===== config.mk =====
export PLATFORM = sky130hd
export DESIGN_NAME = rst_sequencer
export DESIGN_NICKNAME = d
export VERILOG_FILES = /design/src/rtl/rst_sequencer.sv
export SDC_FILE = /design/constraint.sdc
export NUM_CORES = 1
export LEC_CHECK = 0
export ABC_AREA = 1
export CORE_MARGIN = 3
export CORE_UTILIZATION = 55
export DETAILED_ROUTE_END_ITERATION = 10
export GPL_ROUTABILITY_DRIVEN = 0
export PLACE_DENSITY = 0.79
export SYNTH_ARGS = -nofsm -noshare
export SYNTH_HDL_FRONTEND = slang
export SYNTH_SLANG_ARGS = --single-unit

===== constraint.sdc =====
create_clock -name clk_sys -period 3.15 [get_ports clk_sys]
set_input_delay 0.945 -clock clk_sys [delete_from_list [all_inputs] [get_ports clk_sys]]
set_output_delay 0.945 -clock clk_sys [all_outputs]
set_load 0.05 [all_outputs]

===== src/rtl/rst_sequencer.sv =====
// rst_sequencer
//   Staged reset sequencer for the clk_sys domain. Synchronizes the PLL lock
//   and the board button, debounces the button, and combines them with the
//   software request into a single reset request. A three-state FSM
//   (HOLD -> REL_PERIPH -> RUN) stretches the reset, releases the peripherals
//   first and the core STAGE_GAP cycles later. The cause of the most recent
//   reset and a saturating event counter are kept for the status block.
//
// Ports
//   clk_sys        in  system clock (only clock)
//   rst_sys        in  synchronous active-high reset
//   pll_locked_i   in  PLL lock, asynchronous
//   btn_rst_ni     in  board reset button, active-low, asynchronous
//   sw_rst_req_i   in  single-cycle software reset request (clk_sys domain)
//   rst_periph_no  out peripheral reset, active-low, registered
//   rst_core_no    out core reset, active-low, registered
//   reset_active_o out high unless the FSM is in RUN
//   reset_cause_o  out last cause: 00 power-on, 01 lock loss, 10 button, 11 sw
//   reset_count_o  out saturating count of reset events since rst_sys
module rst_sequencer #(
  parameter int DEBOUNCE_CYCLES = 16,
  parameter int STRETCH_CYCLES  = 64,
  parameter int STAGE_GAP       = 8,
  parameter int CNT_W           = 8
) (
  input  logic             clk_sys,
  input  logic             rst_sys,
  input  logic             pll_locked_i,
  input  logic             btn_rst_ni,
  input  logic             sw_rst_req_i,
  output logic             rst_periph_no,
  output logic             rst_core_no,
  output logic             reset_active_o,
  output logic [1:0]       reset_cause_o,
  output logic [CNT_W-1:0] reset_count_o
);

  localparam int SEQ_MAX = (STRETCH_CYCLES > STAGE_GAP) ? STRETCH_CYCLES : STAGE_GAP;
  localparam int CW      = $clog2(SEQ_MAX) + 1;
  localparam int DW      = $clog2(DEBOUNCE_CYCLES) + 1;

  localparam logic [CW-1:0] STRETCH_LOAD = CW'(STRETCH_CYCLES - 1);
  localparam logic [CW-1:0] GAP_LOAD     = CW'(STAGE_GAP - 1);
  localparam logic [DW-1:0] DB_LAST      = DW'(DEBOUNCE_CYCLES - 1);

  typedef enum logic [1:0] {
    HOLD       = 2'd0,
    REL_PERIPH = 2'd1,
    RUN        = 2'd2
  } state_e;

  // Synchronizers and debounce
  logic          lock_s1_q, lock_s1_d, lock_s2_q, lock_s2_d;
  logic          btn_s1_q, btn_s1_d, btn_s2_q, btn_s2_d;
  logic          btn_db_q, btn_db_d;     // 1 = released
  logic [DW-1:0] db_cnt_q, db_cnt_d;

  // Sequencer
  state_e        state_q, state_d;
  logic [CW-1:0] cnt_q, cnt_d;
  logic          req;
  logic          event_hit;

  // Registered outputs
  logic             periph_q, periph_d;
  logic             core_q, core_d;
  logic             active_q, active_d;
  logic [1:0]       cause_q, cause_d;
  logic [CNT_W-1:0] count_q, count_d;

  // Input conditioning: 2-flop synchronizers, then a debounce that only flips
  // after DEBOUNCE_CYCLES consecutive disagreeing samples.
  always_comb begin
    lock_s1_d = pll_locked_i;
    lock_s2_d = lock_s1_q;
    btn_s1_d  = btn_rst_ni;
    btn_s2_d  = btn_s1_q;
    btn_db_d  = btn_db_q;
    db_cnt_d  = '0;
    if (btn_s2_q != btn_db_q) begin
      if (db_cnt_q == DB_LAST) begin
        btn_db_d = btn_s2_q;
      end else begin
        db_cnt_d = db_cnt_q + 1'b1;
      end
    end
  end

  assign req       = ~lock_s2_q | ~btn_db_q | sw_rst_req_i;
  // A request only counts as a new event once the sequence has left HOLD.
  assign event_hit = req & (state_q != HOLD);

  // Next-state logic
  always_comb begin
    state_d = state_q;
    cnt_d   = cnt_q;
    case (state_q)
      HOLD: begin
        if (req) begin
          cnt_d = STRETCH_LOAD;
        end else if (cnt_q == '0) begin
          state_d = REL_PERIPH;
          cnt_d   = GAP_LOAD;
        end else begin
          cnt_d = cnt_q - 1'b1;
        end
      end
      REL_PERIPH: begin
        if (req) begin
          state_d = HOLD;
          cnt_d   = STRETCH_LOAD;
        end else if (cnt_q == '0) begin
          state_d = RUN;
        end else begin
          cnt_d = cnt_q - 1'b1;
        end
      end
      RUN: begin
        if (req) begin
          state_d = HOLD;
          cnt_d   = STRETCH_LOAD;
        end
      end
      default: begin
        state_d = HOLD;
        cnt_d   = STRETCH_LOAD;
      end
    endcase
  end

  // Output logic: decoded from the next state so outputs are registered and
  // change on the same edge as the state, which keeps them glitch-free.
  always_comb begin
    periph_d = (state_d != HOLD);
    core_d   = (state_d == RUN);
    active_d = (state_d != RUN);
    cause_d  = cause_q;
    count_d  = count_q;
    if (event_hit) begin
      if (!lock_s2_q) begin
        cause_d = 2'b01;
      end else if (!btn_db_q) begin
        cause_d = 2'b10;
      end else begin
        cause_d = 2'b11;
      end
      if (count_q != {CNT_W{1'b1}}) begin
        count_d = count_q + 1'b1;
      end
    end
  end

  // State register
  always_ff @(posedge clk_sys) begin
    if (rst_sys) begin
      lock_s1_q <= 1'b0;
      lock_s2_q <= 1'b0;
      btn_s1_q  <= 1'b1;
      btn_s2_q  <= 1'b1;
      btn_db_q  <= 1'b1;
      db_cnt_q  <= '0;
      state_q   <= HOLD;
      cnt_q     <= '0;
      periph_q  <= 1'b0;
      core_q    <= 1'b0;
      active_q  <= 1'b1;
      cause_q   <= 2'b00;
      count_q   <= '0;
    end else begin
      lock_s1_q <= lock_s1_d;
      lock_s2_q <= lock_s2_d;
      btn_s1_q  <= btn_s1_d;
      btn_s2_q  <= btn_s2_d;
      btn_db_q  <= btn_db_d;
      db_cnt_q  <= db_cnt_d;
      state_q   <= state_d;
      cnt_q     <= cnt_d;
      periph_q  <= periph_d;
      core_q    <= core_d;
      active_q  <= active_d;
      cause_q   <= cause_d;
      count_q   <= count_d;
    end
  end

  assign rst_periph_no  = periph_q;
  assign rst_core_no    = core_q;
  assign reset_active_o = active_q;
  assign reset_cause_o  = cause_q;
  assign reset_count_o  = count_q;

endmodule


==> impl_metrics.tcl <==
set metrics [dict create \
    status "complete, no violations" \
    grt-ovfl-total 0 \
    cts.sink_count 32 \
    antenna_found_initial 0 \
    drt_iter0_drc 57 \
    clock.fmax_mhz 386 \
    cp_num_buf_inv 1 \
    numCtsBuffers 5 \
    netlist_area_um2 1540 \
    die_x_um 58.8 \
    mostFrequentLayoutCells "nand2_1 (37), dfxtp_1 (32), inv_1 (23), nor2_1 (23), clkdlybuf4s50_1 (17)" \
    syn_avg_cell_area_um2 7.79 \
    place_area_um2 1740 \
    io_pins 18 \
    max-cap-violations 0 \
    clock_latency_ns 0.33 \
    htreeDepth 2 \
    port_buffers 17 \
    die_h_um 58.8 \
    drc 0 \
    wl_um 3030 \
    clock_path_buffers 2 \
    grt_pass1_vias 1233 \
    synth_cells 197 \
    synth.distinct_cells 31 \
    timing.final.crit_share_pct 82.2 \
    synth_seq_area_share_pct 41.7 \
    final_layout_size_suffix_gt1_share_pct 14.0 \
    dr.pass1.iters 4 \
    cts-root-buf "clkbuf_4" \
    startpoint_type "flip-flop" \
    avgViaCountPerCell 5.27 \
    critPathKind "reg2out" \
    power_density_nw_per_um2 422 \
    relSlewSlack_pct 66.3 \
    coreArea_um2 2570 \
    irDropWorstVdd_mv 0.330 \
    cts_resized 0 \
    syn_to_final_growth_pct 18.5 \
    cts_tree "yes" \
    hold_viol 0 \
    hp-class "reg2reg" \
    whs_path_depth 2 \
    wire_per_inst_um 12.1 \
    worst_pin_slew_ns 0.504 \
    critPathRequiredTime_ns 2.20 \
    start_util_pct 59.8 \
    stdcell_count 251 \
    rows 18 \
    rsz0062_at_grt "no" \
    worstRegToRegCells 10 \
    post_cts_buffers 0 \
    grt_max_degree 13 \
    num_vias 1324 \
    grt_pass1_wl_um 5290 \
    final_area_um2 1820 \
    ys_warn_count 0 \
    final_common_cell "nand2_1" \
    period_minus_slack_ns 2.59 \
    path_clk_slew_ns 0.10 \
    syn-num-nets 207 \
    crit_cells 1 \
    hpwl_um 2220 \
    setup_viol 0 \
    drtAntennaViolNets 0 \
    maxSlewViolCount 0 \
    arrival_ns 1.64 \
    end_kind "primary output" \
    num_antenna_cells 0 \
    design.die.area_um2 3460 \
    leakagePower_uw 0.000760 \
    path_cells "clkdlybuf4s50_1" \
    ctsHoldBuffers 0 \
    layout.nets 230 \
    synth_seq_cells 32 \
    crit_family "buffers and inverters" \
    finClkSkew_ns 0.00887 \
    slowest_stage "clkdlybuf4s50_1" \
    critPathMaxStageDelay_ns 0.85 \
    track_usage_pct 20.1 \
    dp.cells 243 \
    finalSetupTns_ns 0 \
    crit_fanout 7 \
]
==> area by class of cell <==
| type | instances | area, um^2 |
|---|---|---|
| multi-input combinational | 138 | 791 |
| fill | 220 | 748 |
| sequential | 32 | 641 |
| timing repair buffer | 18 | 178 |
| inverter | 25 | 96.3 |
| clock buffer | 6 | 41.3 |
| tap | 30 | 37.5 |
| clock inverter | 2 | 35.0 |
==> cells by family (layout without fill, tap and decap cells) <==
family          Yosys count  in the layout  synth area share [%]
compound gates           24             24                  8.56
xor+xnor                  9              9                  5.13
fa+ha+maj                 5              5                  4.07
flops                    32             32                  41.7
simple gates            100            100                  33.7
buf+inv                  27             51                  6.76
==> cell usage after synthesis (all sizes together) <==
library cell / instances / area, um^2
a21oi: 12 / 63.8
a31oi: 1 / 6.26
and3: 1 / 6.26
clkbuf: 2 / 7.51
dfxtp: 32 / 641
ha: 5 / 62.6
inv: 25 / 96.3
nand2: 41 / 174
nand3: 18 / 123
nand4: 4 / 25.0
nor2: 31 / 155
nor3: 2 / 15.0
nor3b: 1 / 7.51
o211ai: 2 / 15.0
o21ai: 8 / 40.0
o22ai: 1 / 6.26
or2: 2 / 12.5
xnor2: 4 / 35.0
xor2: 5 / 43.8
==> routing by layer <==
| metal | track usage, % | wire [um] |
|---|---|---|
| met4 | 9.39 | 72 |
| met1 | 25.1 | 1420 |
| met2 | 31.2 | 1320 |
| met3 | 6.58 | 215 |
| met5 | 0 | 0 |
==> metrics by stage <==
| step | util, % | hold slack (ns) | power, uW | setup slack (ns) |
|---|---|---|---|---|
| finish | 70.9 | 0.419 | 768 | 0.560 |
| floorplan | - | 0.388 | 456 | 1.36 |
| global placement | 67.9 | 0.401 | 469 | 0.774 |
| detailed placement | 67.9 | 0.400 | 470 | 0.711 |
| global route | 70.9 | 0.435 | 800 | 0.479 |
| CTS | 70.9 | 0.422 | 773 | 0.545 |
==> final timing paths <==
path	startpoint	end	slack (ns)
worst max-delay path	reset_count_o[2]	reset_count_o[2]	0.56
worst min-delay path	lock_s1_q	lock_s2_q	0.42
worst max register to register	cnt_q[0]	cnt_q[3]	1.55
worst min register to register	lock_s1_q	lock_s2_q	0.42
==> sequential cells by signal, summed over array words and instances, names as in the netlist <==
signal and cells:
btn_db_q 1, rst_core_no 1, btn_s2_q 1, reset_active_o 1
state_q 2, btn_s1_q 1, cnt_q 7, lock_s1_q 1
rst_periph_no 1, lock_s2_q 1, reset_count_o 8, db_cnt_q 5
reset_cause_o 2
==> where the power goes <==
part | switching [uW] | total, uW | internal, uW
combinational | 26.8 | 44.5 | 17.7
sequential | 6.45 | 418 | 412
clock | 139 | 305 | 166
No activity file was read; power rests on OpenSTA's default activity.
